## src/rtl/conv_pkg.sv

```systemverilog
// conv_pkg: shared definitions for the K=3 rate-1/2 convolutional code
// (generators 111/101, newest bit at the state LSB).
//   CONV_K, CONV_M        default constraint length and state width
//   CONV_G0, CONV_G1      default generators (symbol MSB / LSB)
//   K_MAX                 widest constraint length conv_sym supports
//   conv_state_t          encoder control FSM states
//   conv_sym(st, b)       parity pair {^(r&G0), ^(r&G1)}, r = {st, b}
package conv_pkg;

   localparam int CONV_K = 3;
   localparam int CONV_M = CONV_K - 1;
   localparam logic [CONV_K-1:0] CONV_G0 = 3'b111;
   localparam logic [CONV_K-1:0] CONV_G1 = 3'b101;

   // Operands are zero-extended to K_MAX bits. Zero-extended generators
   // mask off the extra state bits, so the parity is unchanged.
   localparam int K_MAX = 16;

   typedef enum logic [1:0] {
      IDLE  = 2'd0,
      DATA  = 2'd1,
      TAIL  = 2'd2,
      FLUSH = 2'd3
   } conv_state_t;

   function automatic logic [1:0] conv_sym(
      input logic [K_MAX-2:0] st,
      input logic             b,
      input logic [K_MAX-1:0] g0 = {{(K_MAX-CONV_K){1'b0}}, CONV_G0},
      input logic [K_MAX-1:0] g1 = {{(K_MAX-CONV_K){1'b0}}, CONV_G1}
   );
      logic [K_MAX-1:0] r;
      r = {st, b};
      return {^(r & g0), ^(r & g1)};
   endfunction

endpackage

```

## src/rtl/conv_enc_stream_if.sv

```systemverilog
// conv_enc_stream_if: bit-input and symbol-output handshakes of the encoder.
//   in_valid/in_bit/in_ready       information bit stream into the encoder
//   sym_valid/sym/sym_last/sym_ready  2-bit symbol stream out of the encoder
//   master: the bit source / symbol sink side
//   slave : the encoder side
interface conv_enc_stream_if;
   logic       in_valid;
   logic       in_bit;
   logic       in_ready;
   logic       sym_valid;
   logic [1:0] sym;
   logic       sym_last;
   logic       sym_ready;

   modport master (
      output in_valid, in_bit, sym_ready,
      input  in_ready, sym_valid, sym, sym_last
   );

   modport slave (
      input  in_valid, in_bit, sym_ready,
      output in_ready, sym_valid, sym, sym_last
   );
endinterface

```

## src/rtl/conv_enc_ctrl.sv

```systemverilog
// conv_enc_ctrl: frame FSM and bit counter of the convolutional encoder.
// Build option: CONV_ENC_TAIL_EN adds the TAIL state (K-1 zero tail bits).
// Ports:
//   clk, rst_n        clock, asynchronous active-low reset
//   start, frame_len  frame request and length (sampled when idle)
//   in_valid, in_bit  incoming information bit
//   slot_free         output register can take a symbol this cycle
//   sym_valid, sym_ready, sym_last  output register status
//   in_ready          bit accepted this cycle when in_valid
//   load, load_bit, load_last  load the output register with the symbol for
//                     load_bit, marking it last when load_last
//   clr_st            clear the shift state (frame start)
//   busy, done        frame in progress / one-cycle completion pulse
module conv_enc_ctrl
   import conv_pkg::*;
#(
   parameter int LEN_W = 8
`ifdef CONV_ENC_TAIL_EN
   , parameter int K = CONV_K
`endif
) (
   input  logic             clk,
   input  logic             rst_n,
   input  logic             start,
   input  logic [LEN_W-1:0] frame_len,
   input  logic             in_valid,
   input  logic             in_bit,
   input  logic             slot_free,
   input  logic             sym_valid,
   input  logic             sym_ready,
   input  logic             sym_last,
   output logic             in_ready,
   output logic             load,
   output logic             load_bit,
   output logic             load_last,
   output logic             clr_st,
   output logic             busy,
   output logic             done
);

`ifdef CONV_ENC_TAIL_EN
   localparam logic [LEN_W-1:0] TAIL_LAST = LEN_W'(K - 2);
`endif

   conv_state_t      state_reg, state_next;
   logic [LEN_W-1:0] cnt_reg, cnt_next;
   logic [LEN_W-1:0] len_reg, len_next;
   logic             done_reg, done_next;
   logic [LEN_W-1:0] cnt_inc;

   // LEN_W-bit wrap is harmless: the compare against len_reg fires first,
   // so frame_len = 2^LEN_W-1 works.
   assign cnt_inc = cnt_reg + 1'b1;

   always_ff @(posedge clk or negedge rst_n) begin
      if (!rst_n) begin
         state_reg <= IDLE;
         cnt_reg   <= '0;
         len_reg   <= '0;
         done_reg  <= 1'b0;
      end else begin
         state_reg <= state_next;
         cnt_reg   <= cnt_next;
         len_reg   <= len_next;
         done_reg  <= done_next;
      end
   end

   always_comb begin
      state_next = state_reg;
      cnt_next   = cnt_reg;
      len_next   = len_reg;
      done_next  = 1'b0;
      in_ready   = 1'b0;
      load       = 1'b0;
      load_bit   = 1'b0;
      load_last  = 1'b0;
      clr_st     = 1'b0;

      case (state_reg)
         IDLE: begin
            if (start) begin
               len_next = frame_len;
               cnt_next = '0;
               clr_st   = 1'b1;
               if (frame_len == '0) begin
`ifdef CONV_ENC_TAIL_EN
                  state_next = TAIL;
`else
                  state_next = FLUSH;
`endif
               end else begin
                  state_next = DATA;
               end
            end
         end

         DATA: begin
            in_ready = slot_free;
            if (in_valid && slot_free) begin
               load     = 1'b1;
               load_bit = in_bit;
               cnt_next = cnt_inc;
               if (cnt_inc == len_reg) begin
`ifdef CONV_ENC_TAIL_EN
                  cnt_next   = '0;
                  state_next = TAIL;
`else
                  load_last  = 1'b1;
                  state_next = FLUSH;
`endif
               end
            end
         end

`ifdef CONV_ENC_TAIL_EN
         // Zero bits flush the trellis back to state 0.
         TAIL: begin
            if (slot_free) begin
               load      = 1'b1;
               load_last = (cnt_reg == TAIL_LAST);
               cnt_next  = cnt_inc;
               if (cnt_reg == TAIL_LAST) begin
                  cnt_next   = '0;
                  state_next = FLUSH;
               end
            end
         end
`endif

         // In FLUSH any occupied slot holds the final symbol. An empty slot
         // only happens for an empty frame without tail bits.
         FLUSH: begin
            if (!sym_valid || (sym_ready && sym_last)) begin
               state_next = IDLE;
               done_next  = 1'b1;
            end
         end

         default: state_next = IDLE;
      endcase
   end

   assign busy = (state_reg != IDLE);
   assign done = done_reg;

endmodule

```

## src/rtl/conv_enc_stream.sv

```systemverilog
// conv_enc_stream: streaming rate-1/2 convolutional encoder. Emits one
// {g0_parity, g1_parity} symbol per information bit, in the layout the
// Viterbi decoder consumes.
// Build option: CONV_ENC_TAIL_EN appends K-1 zero tail symbols per frame.
// Ports:
//   clk, rst_n        clock, asynchronous active-low reset
//   start, frame_len  begin a frame of frame_len bits (ignored while busy)
//   bus (slave)       bit input and symbol output handshakes
//   busy, done        frame in progress / pulse after last symbol consumed
module conv_enc_stream
   import conv_pkg::*;
#(
   parameter int             K     = CONV_K,
   parameter logic [K-1:0]   G0    = CONV_G0,
   parameter logic [K-1:0]   G1    = CONV_G1,
   parameter int             LEN_W = 8
) (
   input  logic             clk,
   input  logic             rst_n,
   input  logic             start,
   input  logic [LEN_W-1:0] frame_len,
   conv_enc_stream_if.slave bus,
   output logic             busy,
   output logic             done
);

   localparam int M = K - 1;
   localparam logic [K_MAX-1:0] G0_X = {{(K_MAX-K){1'b0}}, G0};
   localparam logic [K_MAX-1:0] G1_X = {{(K_MAX-K){1'b0}}, G1};

   logic [M-1:0]       st_reg;
   logic [1:0]         sym_reg;
   logic               sym_valid_reg;
   logic               sym_last_reg;
   logic               slot_free;
   logic               load, load_bit, load_last, clr_st;
   logic [K_MAX-2:0]   st_x;

   // Single-slot output register: refills in the same cycle it drains.
   assign slot_free = !sym_valid_reg || bus.sym_ready;
   assign st_x      = {{(K_MAX-1-M){1'b0}}, st_reg};

   conv_enc_ctrl #(
      .LEN_W(LEN_W)
`ifdef CONV_ENC_TAIL_EN
      , .K(K)
`endif
   ) u_ctrl (
      .clk       (clk),
      .rst_n     (rst_n),
      .start     (start),
      .frame_len (frame_len),
      .in_valid  (bus.in_valid),
      .in_bit    (bus.in_bit),
      .slot_free (slot_free),
      .sym_valid (sym_valid_reg),
      .sym_ready (bus.sym_ready),
      .sym_last  (sym_last_reg),
      .in_ready  (bus.in_ready),
      .load      (load),
      .load_bit  (load_bit),
      .load_last (load_last),
      .clr_st    (clr_st),
      .busy      (busy),
      .done      (done)
   );

   always_ff @(posedge clk or negedge rst_n) begin
      if (!rst_n) begin
         st_reg        <= '0;
         sym_reg       <= '0;
         sym_valid_reg <= 1'b0;
         sym_last_reg  <= 1'b0;
      end else begin
         if (clr_st) begin
            st_reg <= '0;
         end else if (load) begin
            st_reg <= {st_reg[M-2:0], load_bit};
         end

         if (load) begin
            sym_reg       <= conv_sym(st_x, load_bit, G0_X, G1_X);
            sym_last_reg  <= load_last;
            sym_valid_reg <= 1'b1;
         end else if (bus.sym_ready) begin
            sym_valid_reg <= 1'b0;
            sym_last_reg  <= 1'b0;
         end
      end
   end

   assign bus.sym       = sym_reg;
   assign bus.sym_valid = sym_valid_reg;
   assign bus.sym_last  = sym_last_reg;

endmodule

```

## src/flat_wrapper.sv

```systemverilog
// flat-port wrapper written by rule: the top's interface ports become plain ports
module conv_enc_stream_flat import conv_pkg::*;
#(
   parameter int             K     = CONV_K,
   parameter logic [K-1:0]   G0    = CONV_G0,
   parameter logic [K-1:0]   G1    = CONV_G1,
   parameter int             LEN_W = 8
)
  (clk, rst_n, start, frame_len, busy, done, bus_in_valid, bus_in_bit, bus_sym_ready, bus_in_ready, bus_sym_valid, bus_sym, bus_sym_last);
  conv_enc_stream_if bus_i ();
  input  logic clk;
  input  logic rst_n;
  input  logic start;
  input  logic [LEN_W-1:0] frame_len;
  output logic busy;
  output logic done;
  input wire logic [$bits(bus_i.in_valid)-1:0] bus_in_valid;
  input wire logic [$bits(bus_i.in_bit)-1:0] bus_in_bit;
  input wire logic [$bits(bus_i.sym_ready)-1:0] bus_sym_ready;
  output wire logic [$bits(bus_i.in_ready)-1:0] bus_in_ready;
  output wire logic [$bits(bus_i.sym_valid)-1:0] bus_sym_valid;
  output wire logic [$bits(bus_i.sym)-1:0] bus_sym;
  output wire logic [$bits(bus_i.sym_last)-1:0] bus_sym_last;
  assign bus_i.in_valid = bus_in_valid;
  assign bus_i.in_bit = bus_in_bit;
  assign bus_i.sym_ready = bus_sym_ready;
  assign bus_in_ready = bus_i.in_ready;
  assign bus_sym_valid = bus_i.sym_valid;
  assign bus_sym = bus_i.sym;
  assign bus_sym_last = bus_i.sym_last;
  conv_enc_stream #(.K(K), .G0(G0), .G1(G1), .LEN_W(LEN_W)) u_core (.clk(clk), .rst_n(rst_n), .start(start), .frame_len(frame_len), .bus(bus_i), .busy(busy), .done(done));
endmodule
```

## config.mk

```make
export PLATFORM = sky130hd
export DESIGN_NAME = conv_enc_stream_flat
export DESIGN_NICKNAME = d
export VERILOG_FILES = /design/src/rtl/conv_pkg.sv /design/src/rtl/conv_enc_stream_if.sv /design/src/rtl/conv_enc_ctrl.sv /design/src/rtl/conv_enc_stream.sv /design/src/flat_wrapper.sv
export SDC_FILE = /design/constraint.sdc
export NUM_CORES = 1
export LEC_CHECK = 0
export ABC_CLOCK_PERIOD_IN_PS = 4400
export BUFFER_PORTS_ARGS = -buffer_cell sky130_fd_sc_hd__buf_2
export CORE_ASPECT_RATIO = 1.1
export CORE_MARGIN = 2
export CORE_UTILIZATION = 54
export DETAILED_ROUTE_END_ITERATION = 6
export PLACE_DENSITY_LB_ADDON = 0.12
export REMOVE_ABC_BUFFERS = 1
export SETUP_SLACK_MARGIN = 0.4
export SYNTH_ARGS = -nofsm -noshare
export SYNTH_HDL_FRONTEND = slang
export SYNTH_HIERARCHICAL = 1
export SYNTH_SLANG_ARGS = --single-unit
```

## constraint.sdc

```tcl
create_clock -name clk -period 4.4 [get_ports clk]
set_input_delay 0.88 -clock clk [delete_from_list [all_inputs] [get_ports clk]]
set_output_delay 0.88 -clock clk [all_outputs]
set_load 0.01 [all_outputs]
```

### Yosys cells after proc, flatten, opt, wreduce, memory -nomap -nowiden

Cells that the tools add are included.

| word-level totals | value |
|---|---|
| register bits after elaboration | 25 |
| input port bits | 14 |
| word-level logic and storage cells | 58 |

| cells by class | value |
|---|---|
| add/sub/neg operators | 1 |
| eq/ne operators | 7 |
| muxes and demuxes | 26 |
| reduce and logical (&&, ||, !) cells | 16 |

Operators with widths:

| operator | count |
|---|---|
| $reduce_xor A16 Y1 | 2 |
| $mux W8 | 2 |
| $pmux W8 S2 | 1 |
| $mux W1 | 15 |
| $mux W2 | 7 |
| $add A8 B1 Y8 const B | 1 |
| $eq A8 B8 Y1 | 1 |
| $logic_not A8 Y1 | 1 |
| $ne A2 B2 Y1 const B | 4 |
| $reduce_bool A2 Y1 | 4 |
| $pmux W2 S3 | 1 |
| $reduce_and A4 Y1 | 1 |
| $reduce_and A3 Y1 | 1 |
| $eq A2 B1 Y1 const B | 1 |
| $eq A2 B2 Y1 const B | 1 |
| $logic_and A1 B1 Y1 | 2 |
| $logic_not A2 Y1 | 1 |
| $logic_or A1 B1 Y1 | 2 |
| $reduce_and A2 Y1 | 1 |
| $logic_not A1 Y1 | 1 |

### Depth between registers and ports, before layout

| depth | value |
|---|---|
| word-level depth | 7 |
| mapped depth | 7 |
| depth with buffers taken out | 7 |

### Hierarchy

Netlist, hierarchy kept.

By module, submodules not included:

| module | instances | cells each | area each (sq um) | sequential area each (sq um) |
|---|---|---|---|---|
| conv_enc_ctrl | 1 | 116 | 1119.8 | 475.5 |
| conv_enc_stream | 1 | 20 | 264.0 | 150.1 |

### Least setup slack after synthesis

No wires, ideal clock.

| timing path | value |
|---|---|
| path type | input-to-reg |
| from | input port bus_sym_ready |
| to | register u_core.sym_reg[1], in the netlist u_core/bus.sym[1] |
| library setup time | 0.125 ns |
| data arrival time | 2.103 ns |
| slack | 2.172 ns |
| stages | 5 |
| path through | nand2b_1 and3b_1 and3_1 xor3_1 mux2_4 |

| on the way | value |
|---|---|
| longest elaborated chain between the ends | 5 |

RTL lines:

| item | RTL line | source |
|---|---|---|
| from (decl) | flat_wrapper.sv:19 | `input wire logic [$bits(bus_i.sym_ready)-1:0] bus_sym_ready;` |
| $logic_or A1 B1 Y1 | conv_enc_stream.sv:40 | `assign slot_free = !sym_valid_reg \|\| bus.sym_ready;` |
| $logic_and A1 B1 Y1 | conv_enc_ctrl.sv:100 | `if (in_valid && slot_free) begin` |
| $mux W1 | conv_enc_ctrl.sv:100 |  |
| $mux W1 | conv_enc_ctrl.sv:80 | `case (state_reg)` |
| via u_core.load_bit | conv_enc_stream.sv:36 | `logic load, load_bit, load_last, clr_st;` |
| $reduce_xor A16 Y1 | conv_pkg.sv:34 | `return {^(r & g0), ^(r & g1)};` |
| to (signal assigned) | conv_enc_stream.sv:82 | `sym_reg <= conv_sym(st_x, load_bit, G0_X, G1_X);` |
| to (decl) | conv_enc_stream.sv:32 | `logic [1:0] sym_reg;` |

The timed path passes the listed nets, and every way through them passes these cells.
A chain may end at the register's enable or synchronous reset.

### Worst setup path after layout

| timing path | value |
|---|---|
| from | input port bus_sym_ready |
| to | output port bus_in_ready |

| on the way | value |
|---|---|
| longest elaborated chain between the ends | 2 |

RTL lines:

| item | RTL line | source |
|---|---|---|
| $logic_or A1 B1 Y1 | conv_enc_stream.sv:40 |  |
| via u_core.slot_free | conv_enc_stream.sv:35 | `logic slot_free;` |
| $mux W1 | conv_enc_ctrl.sv:80 |  |
| to (decl) | flat_wrapper.sv:20 | `output wire logic [$bits(bus_i.in_ready)-1:0] bus_in_ready;` |

The timed path passes the listed nets, and every way through them passes these cells.

==> results.py <==
metrics = {
    "logic_synthesis": {
        "synth_seq_cells": 25,
        "avgSynthCellArea_um2": 10.2,
        "yosysUniqueCellTypes": 45,
        "synth_enable_flop_cells": 0,
        "syn-instance-count": 136,
        "synthArstFlopShare_pct": 100,
        "ys_warn_count": 6,
        "synth_area_um2": 1380,
        "ys_seq_area_share_pct": 45.2,
        "ys.flop_type": "dfrtp_1",
    },
    "sta": {
        "worst_slew_pin_slew_ns": 0.931,
        "finalCriticalPeriod_ns": 2.40,
        "slew_viol_final": 0,
        "layout_setup_ws_ns": 2.00,
        "max_freq_ghz": 0.417,
        "setup_viol": 0,
        "period_share_pct": 54.5,
        "rsz0062_at_grt": "false",
        "setup_tns_ns": 0,
        "hold_viol": 0,
        "slew-limit-headroom_pct": 37.8,
        "skew_ns": 0.00262,
    },
    "power_and_ir_drop": {
        "power_switching_w": 0.000279,
        "p_sw_share_pct": 36.7,
        "fin_total_pwr_w": 0.000758,
        "internal-power_w": 0.000480,
        "sequentialPowerShare_pct": 50.4,
        "leakagePower_nw": 0.697,
        "power_density_nw_per_um2": 497,
        "clkPwrFrac_pct": 13.4,
        "ir_drop_mv": 0.300,
        "share_comb_of_total_power_pct": 36.2,
    },
    "floorplan": {
        "die_w_um": 52.3,
        "start_util_pct": 56.0,
        "row_count": 19,
        "die_h_um": 57.1,
        "dieArea_um2": 2980,
        "core_area_um2": 2470,
        "ios": 21,
    },
    "finish": {
        "nNetsFinal": 171,
        "drive_above_1_share_pct": 22.6,
        "layout_commonest_cell": "dfrtp_1",
        "fillers": 240,
        "final_cell_mix": "25 x dfrtp_1, 20 x buf_2, 11 x nand2_1",
        "design_area_um2": 1530,
        "antenna_cells": 0,
        "area_growth_syn_to_layout_pct": 10.3,
    },
    "routing": {
        "drt_iter0_drc": 31,
        "drt-total-wl_um": 2690,
        "dr_total_vias": 1068,
        "ant_nets": 0,
        "drc": 0,
        "viasPerCell": 5.74,
        "drtPass1Iterations": 4,
        "wl_per_cell_um": 14.4,
    },
    "clock_network": {
        "cts_made_buffers": 3,
        "cts_tree": "built",
        "h-tree-depth": 1,
        "post_cts_resized": 0,
        "cts.sinks": 25,
        "clk_pin_slew_ns": 0.13,
        "insertion_delay_ns": 0.32,
        "hold_buffers": 0,
        "postCtsSetupRepairBufs": 0,
        "cts.path.max_buffers": 2,
        "cts_root_buf": "clkbuf_4",
    },
    "setup_path": {
        "regToRegStartpoint": "u_core/u_ctrl/state_reg[1]",
        "crit_slowest_cell": "nand2b_1",
        "crit_path_cell_trace": "buf_2 > nand2b_1 > and3b_1 > buf_2",
        "cp_max_fo": 5,
        "arrival_ns": 1.52,
        "startpoint": "bus_sym_ready",
        "critPathLaunchType": "primary input",
        "critPathMostFrequentCell": "buf_2",
        "path_class": "in -> out",
        "cpPeakStageDelay_ns": 0.20,
        "worstSetupEndpointType": "output port",
        "worst_ep_required_time_ns": 3.52,
    },
    "place": {
        "dp_hpwl_um": 2060,
        "dpl_worst_slack_ns": 1.81,
        "gp_congestion": 0.808,
        "port_buffers": 20,
        "place_area_um2": 1500,
    },
    "grt": {
        "gr-total-overflow": 0,
        "grt_pass1_wl_um": 4800,
        "grt_max_degree": 26,
        "grtUsageTotal_pct": 21.4,
        "grt_pass1_vias": 1054,
        "antenna_found_initial": 0,
    },
    "worst_hold_path": {
        "hold_class": "in -> async",
    },
    "outcome": {
        "status": "finished clean",
    },
    "flow_run": {
        "maxCapViolCount": 0,
    },
}
[synth_stat cells (2+ instances only)]
cell type  count  share of area [%]
dfrtp_1       25                 45
nand2_1       11                3.0
nor2_1         9                2.4
o21ai_0        8                2.9
xor2_1         6                3.8
a22o_1         4                2.5
buf_2          4                1.4
mux2_2         4                3.3
nand3_1        4                1.4
nor2b_1        4                1.8
o21ai_1        4                1.4
xnor2_1        4                2.5
a21oi_1        3                1.1
and3_1         3                1.4
mux2_1         3                2.4
nand2b_1       3                1.4
o31ai_1        3                1.6
a31oi_1        2               0.90
and3b_1        2                1.3
mux2i_1        2                1.4
nor3_1         2               0.72
nor4_1         2               0.90
o211ai_1       2                1.1
[layer usage]
metal	GRT usage (%)	vias to the layer above	wire, um
li1	-	534	-
met1	29.3	505	1240
met2	34.2	22	1290
met3	2.62	7	94
met4	9.52	0	59
met5	0	-	0
[path summary, 6_finish.rpt]
path	cells past startpoint	to	slack (ns)
worst min-delay path	1	u_core/u_ctrl/cnt_reg[3]	0.52
max in group asynchronous	1	u_core/u_ctrl/len_reg[2]	3.53
worst max register to register	5	u_core/u_ctrl/cnt_reg[3]	2.32
worst min register to register	1	u_core/u_ctrl/len_reg[4]	0.53
min in group clk	1	u_core/u_ctrl/len_reg[4]	0.53
worst max-delay path	4	bus_in_ready	2.00
[stage by stage]
| stage | hold WS [ns] | instances | utilization (%) |
|---|---|---|---|
| final | 0.517 | 186 | 61.7 |
| after global routing | 0.554 | 186 | 61.7 |
| after CTS | 0.526 | 186 | 61.7 |
| after detailed placement | 0.504 | 182 | 60.6 |
| after global placement | 0.491 | 182 | 60.6 |
| after floorplan | 0.478 | 131 | - |
[layout make-up]
| type | count | area [um^2] | share of cell area, % |
|---|---|---|---|
| well taps | 31 | 38.8 | 2.54 |
| inverters | 2 | 7.51 | 0.492 |
| multi-input cells | 104 | 727 | 47.6 |
| flip-flops and latches | 25 | 626 | 41.0 |
| repair buffers | 20 | 100 | 6.56 |
| clock buffers | 3 | 22.5 | 1.48 |
| clock inverters | 1 | 5.00 | 0.328 |
[worst max-delay path, delay by kind of cell]
| kind | cells | cell delay (ns) |
|---|---|---|
| buffers and inverters | 2 | 0.24 |
| AND/OR/NAND/NOR | 2 | 0.39 |
[power groups by stage]
stage          Combinational, W  Clock, W  Sequential, W
3_3_place_gp           0.000269         0       0.000383
5_1_grt                0.000313  0.000115       0.000395
4_1_cts                0.000277  0.000108       0.000382
2_1_floorplan          0.000212         0       0.000370
6_report               0.000275  0.000101       0.000382
3_5_place_dp           0.000275         0       0.000387
[kinds of logic (layout without fill, tap and decap cells)]
group	Yosys count	after routing	share of synthesized area [%]
buf+inv	7	26	2.26
xor+xnor	11	11	8.05
fa+ha+maj	1	1	0.904
simple gates	49	49	19.4
mux	10	10	8.23
flops	25	25	45.2
compound gates	33	33	16.0
(Power assumes the default switching activity.)
